==> src/rtl/uart_cmd_pkg.sv <==
// Shared state encoding, default header and checksum helper for the
// UART command-frame parser.
package uart_cmd_pkg;

  typedef enum logic [2:0] {
    IDLE     = 3'd0,
    GET_ADDR = 3'd1,
    GET_DATA = 3'd2,
    GET_SUM  = 3'd3,
    COMMIT   = 3'd4
  } state_e;

  localparam logic [7:0] DEF_HEADER = 8'hAA;

  // 8-bit running sum, carry discarded
  function automatic logic [7:0] checksum(input logic [7:0] hdr,
                                          input logic [7:0] addr,
                                          input logic [7:0] data);
    return hdr + addr + data;
  endfunction

endpackage

==> src/rtl/uart_byte_timer.sv <==
// Inter-byte gap counter: counts while run is high, pulses expired for one
// cycle when the gap reaches LIMIT cycles. clr always wins over expiry.
module uart_byte_timer #(
  parameter int LIMIT = 100000
) (
  input  logic clk,
  input  logic rst,
  input  logic clr,
  input  logic run,
  output logic expired
);

  logic [23:0] cnt;

  assign expired = run & ~clr & (cnt == 24'(LIMIT - 1));

  always_ff @(posedge clk) begin
    if (rst || clr || expired) cnt <= '0;
    else if (run)              cnt <= cnt + 24'd1;
  end

endmodule

==> src/rtl/uart_cmd_ctrl.sv <==
// Parses HEADER/ADDR/DATA/SUM frames from the UART receiver and issues one
// register write per valid frame; bad or stalled frames pulse frame_err.
module uart_cmd_ctrl
  import uart_cmd_pkg::*;
#(
  parameter int          CLK_FREQ   = 50000000,
  parameter int          TIMEOUT_US = 2000,
  parameter logic [7:0]  HEADER     = DEF_HEADER
) (
  input  logic       clk,
  input  logic       rst,
  input  logic [7:0] rx_data,
  input  logic       rx_done,
  output logic       reg_wr_en,
  output logic [3:0] reg_wr_addr,
  output logic [7:0] reg_wr_data,
  output logic       frame_ok,
  output logic       frame_err,
  output logic       busy
);

  localparam int LIMIT = CLK_FREQ / 1000000 * TIMEOUT_US;

  state_e     state, state_nxt;
  logic       rx_done_d;
  logic       byte_evt;
  logic [7:0] addr_q, data_q;
  logic       sum_ok;
  logic       expired;
  logic       tmr_clr, tmr_run;

  // rx_done_d resets high so a done level held across reset is not a new byte
  always_ff @(posedge clk) begin
    if (rst) rx_done_d <= 1'b1;
    else     rx_done_d <= rx_done;
  end

  assign byte_evt = rx_done & ~rx_done_d;
  assign sum_ok   = (rx_data == checksum(HEADER, addr_q, data_q)) &&
                    (addr_q[7:4] == 4'h0);

  assign tmr_run = (state == GET_ADDR) || (state == GET_DATA) || (state == GET_SUM);
  assign tmr_clr = byte_evt || !tmr_run;

  uart_byte_timer #(.LIMIT(LIMIT)) u_timer (
    .clk     (clk),
    .rst     (rst),
    .clr     (tmr_clr),
    .run     (tmr_run),
    .expired (expired)
  );

  always_ff @(posedge clk) begin
    if (rst) state <= IDLE;
    else     state <= state_nxt;
  end

  always_comb begin
    state_nxt = state;
    unique case (state)
      IDLE, COMMIT: state_nxt = (byte_evt && rx_data == HEADER) ? GET_ADDR : IDLE;
      GET_ADDR:     if (byte_evt) state_nxt = GET_DATA; else if (expired) state_nxt = IDLE;
      GET_DATA:     if (byte_evt) state_nxt = GET_SUM;  else if (expired) state_nxt = IDLE;
      GET_SUM:      if (byte_evt) state_nxt = sum_ok ? COMMIT : IDLE;
                    else if (expired) state_nxt = IDLE;
      default:      state_nxt = IDLE;
    endcase
  end

  always_comb begin
    reg_wr_en = (state == COMMIT);
    frame_ok  = (state == COMMIT);
    busy      = (state != IDLE);
  end

  // Frame fields, write outputs and the error pulse
  always_ff @(posedge clk) begin
    if (rst) begin
      addr_q      <= '0;
      data_q      <= '0;
      reg_wr_addr <= '0;
      reg_wr_data <= '0;
      frame_err   <= 1'b0;
    end else begin
      frame_err <= (state == GET_SUM && byte_evt && !sum_ok) || expired;
      if (state == GET_ADDR && byte_evt) addr_q <= rx_data;
      if (state == GET_DATA && byte_evt) data_q <= rx_data;
      if (state == GET_SUM && byte_evt && sum_ok) begin
        reg_wr_addr <= addr_q[3:0];
        reg_wr_data <= data_q;
      end
    end
  end

endmodule
==> config.mk <==
export PLATFORM = sky130hd
export DESIGN_NAME = uart_cmd_ctrl
export DESIGN_NICKNAME = d
export VERILOG_FILES = /design/src/rtl/uart_cmd_pkg.sv /design/src/rtl/uart_byte_timer.sv /design/src/rtl/uart_cmd_ctrl.sv
export SDC_FILE = /design/constraint.sdc
export NUM_CORES = 1
export LEC_CHECK = 0
export CELL_PAD_IN_SITES_DETAIL_PLACEMENT = 1
export CELL_PAD_IN_SITES_GLOBAL_PLACEMENT = 2
export CORE_MARGIN = 2
export CORE_UTILIZATION = 35
export DETAILED_ROUTE_END_ITERATION = 7
export PLACE_DENSITY_LB_ADDON = 0.1
export REMOVE_ABC_BUFFERS = 1
export SYNTH_ARGS = -nofsm -noshare
export SYNTH_HDL_FRONTEND = slang
export SYNTH_HIERARCHICAL = 1
export SYNTH_SLANG_ARGS = --single-unit
==> constraint.sdc <==
create_clock -name clk -period 2.7 [get_ports clk]
set_input_delay 0.81 -clock clk [delete_from_list [all_inputs] [get_ports clk]]
set_output_delay 0.81 -clock clk [all_outputs]
set_load 0.05 [all_outputs]
# [Yosys cells after proc, flatten, opt, wreduce, memory -nomap -nowiden]
# Cells that the tools add are included.
[op_classes] addsub=3 n_eq_ne=7 mux=7 n_reduce_logical=19 bitwise_logic=5
[ops] cell="24-bit by 1-bit adder with 24-bit output (second input constant)" count=1
[ops] cell="24-bit by 17-bit == test with 1-bit output (second input constant)" count=1
[ops] cell="3-bit 2-to-1 mux" count=5
[ops] cell="3-bit one-hot mux with 4 select lines" count=1
[ops] cell="8-bit adder" count=1
[ops] cell="8-bit adder (first input constant)" count=1
[ops] cell="8-bit == test" count=1
[ops] cell="8-bit == test (second input constant)" count=1
[ops] cell="1-bit logical AND" count=7
[ops] cell="3-bit by 2-bit == test with 1-bit output (second input constant)" count=2
[ops] cell="1-bit logical OR" count=6
[ops] cell="4-bit zero test" count=1
[ops] cell="1-bit AND" count=3
[ops] cell="3-bit by 1-bit == test with 1-bit output (second input constant)" count=1
[ops] cell="3-bit == test (second input constant)" count=1
[ops] cell="3-bit zero test" count=1
[ops] cell="3-bit nonzero test" count=1
[ops] cell="1-bit zero test" count=2
[ops] cell="1-bit inverter" count=2
[ops] cell="2-bit OR reduction" count=1
[ops] cell="1-bit 2-to-1 mux" count=1
[word_totals] output_inout_bits=16 inputBits=11 register_bits=57

# [Longest topological paths before layout]
# Gate-level depths: netlist of run 1.
[logic_depth] depth_word=11 depth_mapped=12 ltp_nobuf=11

# [By module]
# Netlist of run 1, hierarchy kept.
[modules_own_cells] mod="uart_cmd_ctrl" area_each_um2=1803.0 seq_area_each_um2=660.6 instances=1 cells_each=202
[modules_own_cells] mod="uart_byte_timer" area_each_um2=1164.9 seq_area_each_um2=480.5 instances=1 cells_each=131

# [Least setup slack after synthesis of run 1]
# OpenSTA, ideal clock, no wires.
[synth_path] path_kind="register -> register" from="reg addr_q[1]" to="reg reg_wr_data[2]" stages_incl_launch_ff=13 setup_time_ns=0.071 n_path_buf=1 t_arrival_ns=2.461 path_slack_ns=0.168 period_less_slack_ns=2.532 path_cell_list="dfxtp_1 inv_1 ha_1 inv_1 ha_1 fa_1 nand3_1 a21oi_1 or3_1 nand4_1 clkbuf_1 o21ai_1 a21oi_1"
[synth_via] elab_chain_cells=5
[synth_lines] element="from (decl)" line="uart_cmd_ctrl.sv:27" source="logic [7:0] addr_q, data_q;"
[synth_lines] element="from (signal assigned)" line="uart_cmd_ctrl.sv:86" source="if (state == GET_ADDR && byte_evt) addr_q <= rx_data;"
[synth_lines] element="8-bit adder (2 in series)" line="uart_cmd_pkg.sv:19" source="return hdr + addr + data;"
[synth_lines] element="8-bit == test" line="uart_cmd_ctrl.sv:39" source="assign sum_ok = (rx_data == checksum(HEADER, addr_q, data_q)) &&"
[synth_lines] element="1-bit logical AND" line="uart_cmd_ctrl.sv:39"
[synth_lines] element="1-bit logical AND" line="uart_cmd_ctrl.sv:88" source="if (state == GET_SUM && byte_evt && sum_ok) begin"
[synth_lines] element="to (signal assigned)" line="uart_cmd_ctrl.sv:90" source="reg_wr_data <= data_q;"
[synth_lines] element="to (decl)" line="uart_cmd_ctrl.sv:16" source="output logic [7:0] reg_wr_data,"
# Every way passes these cells.
# A chain may end at the register's enable or synchronous reset.

# [Worst setup path in the final report of run 1]
[layout_path] from="reg state[1]" to="out busy"
[layout_via] elab_chain_cells=1
[layout_lines] element="from (decl)" line="uart_cmd_ctrl.sv:24" source="state_e state, state_nxt;"
[layout_lines] element="from (signal assigned)" line="uart_cmd_ctrl.sv:55" source="else state <= state_nxt;"
[layout_lines] element="3-bit nonzero test" line="uart_cmd_ctrl.sv:73" source="busy = (state != IDLE);"
[layout_lines] element="to (decl)" line="uart_cmd_ctrl.sv:19" source="output logic busy"
# Every way passes these cells.

==> impl_metrics.ini, run 1 <==
[clocking]
numCtsBuffers = 9
clkLatencyLatePin_ps = 340
clockRootBuffer = clkbuf_8
number_of_h_tree_branching_levels = 3
ctsLongestPathBuffers = 2
cts.clk_slew.worst_paths_ps = 60
clkSinkCount = 57
cts_tree = done

[yosys]
synthesis.area_per_instance_um2 = 8.912
synthDistinctLibCells = 45
synthMostInstantiatedCell = dfxtp_1
syn-cell-area_um2 = 2968
synth.area.top_cells = dfxtp_1 (38%), ha_1 (5.9%), mux2i_1 (5.7%)
number_of_synthesized_flops_with_an_enable_pin = 0
synth_common_cells = dfxtp_1 (57), a21oi_1 (33), nor2_1 (32)
largest_area_contributor_in_the_synthesized_netlist = dfxtp_1
yosysTopAreaCellShare_pct = 38.45
synthCells = 333
synthFlopType = dfxtp_1
synth_sequential_area_ratio_pct = 38.45
synth_warnings = 6
async_set_or_reset_flop_fraction_in_the_synthesized_netlist_pct = 0
number_of_register_bits_inferred_by_synthesis = 57

[final_layout]
final_core_util_pct = 44.88
final.fill_count = 977
final_layout_size_suffix_gt1_share_pct = 15.63
seqCellArea_um2 = 1144
layout.cells.non_filler = 489
num_antenna_cells = 0
fin_nets = 406
syn2layout_area_growth_pct = 24.24
multi_input_area_um2 = 1708

[setup_path]
worstPathMaxFanout = 7
worst_path_largest_cell_delay_ps = 700
worst-endpoint-arrival_ps = 1790
endpoint_kind = output port
r2r_setup_slack_ps = 150
rr_startpoint = addr_q[1]
worst_setup_path_endpoint = busy
required_ps = 1890
timing.reg2reg.worst_path_depth = 11
rr_endpoint = reg_wr_addr[0]
critical_path_class = flop to output port
critical_path.startpoint_type = flop
startpoint = state[1]
timing.critical_path.cells = or3_1 -> clkdlybuf4s50_1
critical_path.slowest_cell = clkdlybuf4s50_1

[power]
cellLeakagePower_nw = 1.421
p_total_mw = 1.672
peakVddDrop_mv = 0.2159
pwr_density_cell_nw_per_um2 = 453.4

[floorplan]
die_width_um = 96.09
initial_core_util_pct = 36.12
floorplan.die.height_um = 96.09
core_region_area_um2 = 8217
number_of_i_o_pins = 27
die_area_um2 = 9232
num_rows = 33

[worst_hold_path]
worst_hold_path_type = flop to flop

[sta]
maxSlewHeadroom_pct = 64.38
skew_ps = 10.97
fin_crit_share_pct = 96.18
slew_viol_final = 0
max_freq_mhz = 385.1
finalWorstPathRequiredPeriod_ps = 2597
fin_worst_hold_slack_ps = 478.0
final-setup-viol-count = 0
report.final.hold_viol_count = 0
worst-slew-pin-transition_ps = 527.2

[grt]
grt_usage_pct = 18.36
pin_count_of_the_biggest_net_entering_global_routing = 35
grt_pass1_vias = 2643
wire_length_of_the_first_global_routing_pass_um = 12860
antenna_violations_before_repair = 0
grt_overflow_total = 0

[drt]
first_pass_iters = 4
wl_um = 7885
ant_nets = 0
routed_wire_length_per_instance_um = 16.12
viasPerCell = 5.278
drcViolationCount = 0
detailroute.via_count = 2581
detailedRoute.firstIterationViolations = 44

[job]
max_capacitance_violation_count = 0

[status]
outcome = finished clean

[place]
post-dp-hpwl_um = 5736
post-place-cells = 472
port_buffers = 26
gpl.final_weighted_congestion = 0.7697
[layout make-up]
class	count	area share, %
multi-input cells	246	46.32
inverters	15	1.527
well taps	105	3.563
repair buffers	51	12.79
clock buffers	11	3.563
clock inverters	4	1.222
flip-flops and latches	57	31.01
[cell usage in the layout (no fill, tap or decap), types with 4 or more instances in the layout]
master,Yosys,layout
nor3_1,5,5
mux2i_1,17,17
a21oi_1,33,31
inv_1,15,15
nand2_1,14,14
clkbuf_8,0,9
nand3_1,10,9
and3_1,4,4
ha_1,14,13
clkdlybuf4s50_1,0,24
o21ai_1,15,15
nor2_1,32,32
or3_1,7,7
dfxtp_1,57,55
buf_4,1,24
or4_1,9,9
nand4_1,19,19
xnor2_1,7,7
and4_1,5,4
o31ai_1,9,9
xor2_1,15,15
[cells by family (layout without fill, tap and decap cells)]
kind of cell	after synthesis	in the layout	share of synthesized area [%]
xor gates and xnor gates	22	22	6.493
muxes	17	17	5.733
DFF	57	57	38.45
buffers and inverters	31	81	5.059
and+or+nand+nor	126	127	25.08
adders and majority gates	15	15	6.577
AOI/OAI and AO/OA	65	65	12.61
[state kept, by name (all words and copies together) (netlist names)]
| signal | cells |
|---|---|
| frame_err | 1 |
| rx_done_d | 1 |
| u_timer/cnt | 24 |
| reg_wr_addr | 4 |
| data_q | 8 |
| addr_q | 8 |
| reg_wr_data | 8 |
| state | 3 |
[through the flow]
step | cell area, µm² | setup TNS (ps) | worst slack (ps)
final | 3687 | 0 | 103.2
after global routing | 3687 | -138.5 | -30.40
after detailed placement | 3466 | -1104 | -105.4
after CTS | 3643 | 0 | 38.07
after global placement | 3466 | -180.3 | -73.92
after floorplan | 2874 | 0 | 225.6
[metal layers]
layer	share of wire, %	global-route usage (%)	wire, µm
met5	0	0	0
met4	1.1	5.476	87
met3	2.8	4.933	219
met2	52	32.75	4139
met1	44	21.34	3438
[where the power goes]
| group | total [mW] | internal (mW) | switching [mW] |
|---|---|---|---|
| Sequential | 0.842 | 0.841 | 0.000285 |
| Combinational | 0.0764 | 0.0377 | 0.0387 |
| Clock | 0.754 | 0.417 | 0.337 |
| Total | 1.67 | 1.30 | 0.376 |
[how the worst min path moves through the flow]
stage,from,endpoint,cells past startpoint
floorplan,u_timer/cnt[23],u_timer/cnt[23],2
global placement,reg_wr_data[4],reg_wr_data[4],2
detailed placement,reg_wr_data[4],reg_wr_data[4],2
CTS,reg_wr_data[1],reg_wr_data[1],2
global route,reg_wr_addr[2],reg_wr_addr[2],2
finish,reg_wr_addr[1],reg_wr_addr[1],2
[worst max-delay path: cells and delay by family, from the launching register on]
family        cells  cell delay (ps)
buf+inv           1              700
flops             1              360
simple gates      1              390
[repair_timing]
action,in CTS,in global routing
buffers inserted,0,1
hold buffers,0,0
pin swaps,0,4
resized for setup,1,11
cloned,0,1
endpoints found under the setup margin,1,14
Note: power is estimated with default switching activity, not from simulation.
==> inputs of run 2 (changes only) <==
Settings changed: CORE_MARGIN 2 to default, CORE_UTILIZATION 35 to 32.
Clock period 2.7 ns to 2.1 ns, I/O delays scaled along.
==> run 2 against run 1 <==
Net effect: the run now ends with negative setup slack left; largest cell class unchanged; clock power is 26% higher; setup slack worse by 420 ps; die area is 4.7% higher; utilization is 2.6 points higher; sequential share of layout area is 3.7 points lower; first-iteration DRC count is 41% higher; critical path type is now flop to flop; via count is 7.2% higher; final cell count is 8.8% higher; clock skew is 1.5 ps lower; register-to-register slack worse by 470 ps; clock-buffer cell count is 2 higher; largest power group unchanged; critical endpoint is now reg_wr_addr[1].
==> impl_metrics.ini, run 2 (synthesized netlist as in run 1, its figures left out) <==
[final_layout]
commonest_non_fill_non_tap_cells_in_the_layout = buf_4 (69), dfxtp_1 (51), nor2_1 (30), a21oi_1 (28), nand4_1 (19)
final.fill_count = 1021
final_design_area_no_fill_um2 = 4204
num_antenna_cells = 0
top_register = u_timer/cnt
largest_register_ff_count = 24
syn2layout_area_growth_pct = 41.65
most_common_cell_after_layout_fill_and_taps_aside = buf_4
fin_nets = 445
final_layout_size_suffix_gt1_share_pct = 35.61

[setup_path]
worstPathMaxFanout = 7
critical_path_class = flop to flop
critical_path.startpoint_type = flop
worst-endpoint-arrival_ps = 2690
required_ps = 2370
endpoint_kind = flop

[place]
placedInstanceArea_um2 = 3715
post-dp-hpwl_um = 6215
port_buffers = 26
dp_worst_setup_slack_ps = -595.9
gpl.final_weighted_congestion = 0.7545

[sta]
timing.final.ws_setup_ps = -318.0
slew_viol_final = 0
fin_crit_share_pct = 115.1
worst-slew-pin-transition_ps = 494.0
maxSlewHeadroom_pct = 66.76
report.final.hold_viol_count = 0
max_freq_mhz = 413.6
rsz_0062_raised_after_global_routing = true
finalWorstPathRequiredPeriod_ps = 2418
final-setup-viol-count = 14
skew_ps = 9.442

[grt]
grt_pass1_vias = 2699
pin_count_of_the_biggest_net_entering_global_routing = 35
grt_overflow_total = 0
grt_usage_pct = 18.75
antenna_violations_before_repair = 0
wire_length_of_the_first_global_routing_pass_um = 14070

[drt]
first_pass_iters = 6
wl_um = 8697
drcViolationCount = 0
ant_nets = 0
viasPerCell = 5.203
detailroute.via_count = 2768
routed_wire_length_per_instance_um = 16.35
detailedRoute.firstIterationViolations = 62

[floorplan]
die_width_um = 98.31
initial_core_util_pct = 33.54
floorplan.die.height_um = 98.31
core_region_area_um2 = 8848
die_area_um2 = 9664
num_rows = 34
number_of_i_o_pins = 27

[clocking]
ctsLongestPathBuffers = 2
number_of_h_tree_branching_levels = 3
clkSinkCount = 57
cts.clk_slew.worst_paths_ps = 70
cts_tree = done
clockRootBuffer = clkbuf_8
cts_hold_repair.buffers = 0
numCtsBuffers = 9
clkLatencyLatePin_ps = 340

[worst_hold_path]
worst_hold_path_type = flop to flop

[power]
cellLeakagePower_nw = 1.714
peakVddDrop_mv = 0.2683
pwr_density_cell_nw_per_um2 = 514.3
p_total_mw = 2.162

[status]
outcome = complete, but fails checks
violations = negative setup slack

[job]
max_capacitance_violation_count = 0
run 2: layer usage:
| layer | vias to the layer above | global-route usage (%) | wire, µm | part of all wire (%) |
|---|---|---|---|---|
| met5 | - | 0 | 0 | 0 |
| met1 | 1352 | 25.82 | 4465 | 51 |
| met2 | 28 | 29.36 | 3947 | 45 |
| li1 | 1380 | - | - | - |
| met4 | 0 | 6.200 | 99 | 1.1 |
| met3 | 8 | 3.722 | 184 | 2.1 |
run 2: area by class of cell:
type / instances / area, µm² / share of cell area, %
multi-input cells: 246 / 1914 / 45.54
flip-flops and latches: 57 / 1149 / 27.32
repair buffers: 90 / 775.7 / 18.45
clock buffers: 13 / 158.9 / 3.780
well taps: 108 / 135.1 / 3.214
inverters: 15 / 56.30 / 1.339
clock inverters: 3 / 15.01 / 0.3571
run 2: worst paths after layout:
kind / slack, ps / start / cells past startpoint / to
hold / removal: 460 / reg_wr_data[3] / 2 / reg_wr_data[3]
setup / recovery: -320 / data_q[1] / 11 / reg_wr_addr[1]
hold reg to reg: 460 / reg_wr_data[3] / 2 / reg_wr_data[3]
setup reg to reg: -320 / data_q[1] / 11 / reg_wr_addr[1]
run 2: what timing repair did:
item / CTS / global route
endpoints found under the hold margin: 0 / 0
buffers inserted: 3 / 3
pin swaps: 38 / 13
endpoints found under the setup margin: 39 / 37
cloned: 1 / 0
resized for setup: 37 / 26
run 2: stage by stage:
step	hold slack, ps	setup TNS [ps]	utilization (%)	std cells
CTS	487.0	-4842	45.86	529
detailed placement	477.4	-22940	41.98	509
floorplan	452.6	-8506	-	317
global route	484.5	-5925	47.51	532
global placement	473.6	-22410	41.98	509
finish	464.9	-4145	47.51	532
run 2: critical path, cell delays in order (launching register included):
cell	delay [ps]
dfxtp_2	340
inv_2	50
ha_4	250
inv_2	30
ha_4	150
fa_2	550
xor2_2	100
nor4_4	240
and2_4	190
and2_4	200
nand4_1	100
a21oi_1	150
run 2: power by group:
group / leakage [nW] / switching (mW) / total [mW] / internal [mW]
clock: 0.0932 / 0.465 / 0.953 / 0.488
sequential: 0.462 / 0.000780 / 1.08 / 1.08
combinational: 1.16 / 0.0604 / 0.126 / 0.0660
total: 1.71 / 0.527 / 2.16 / 1.64
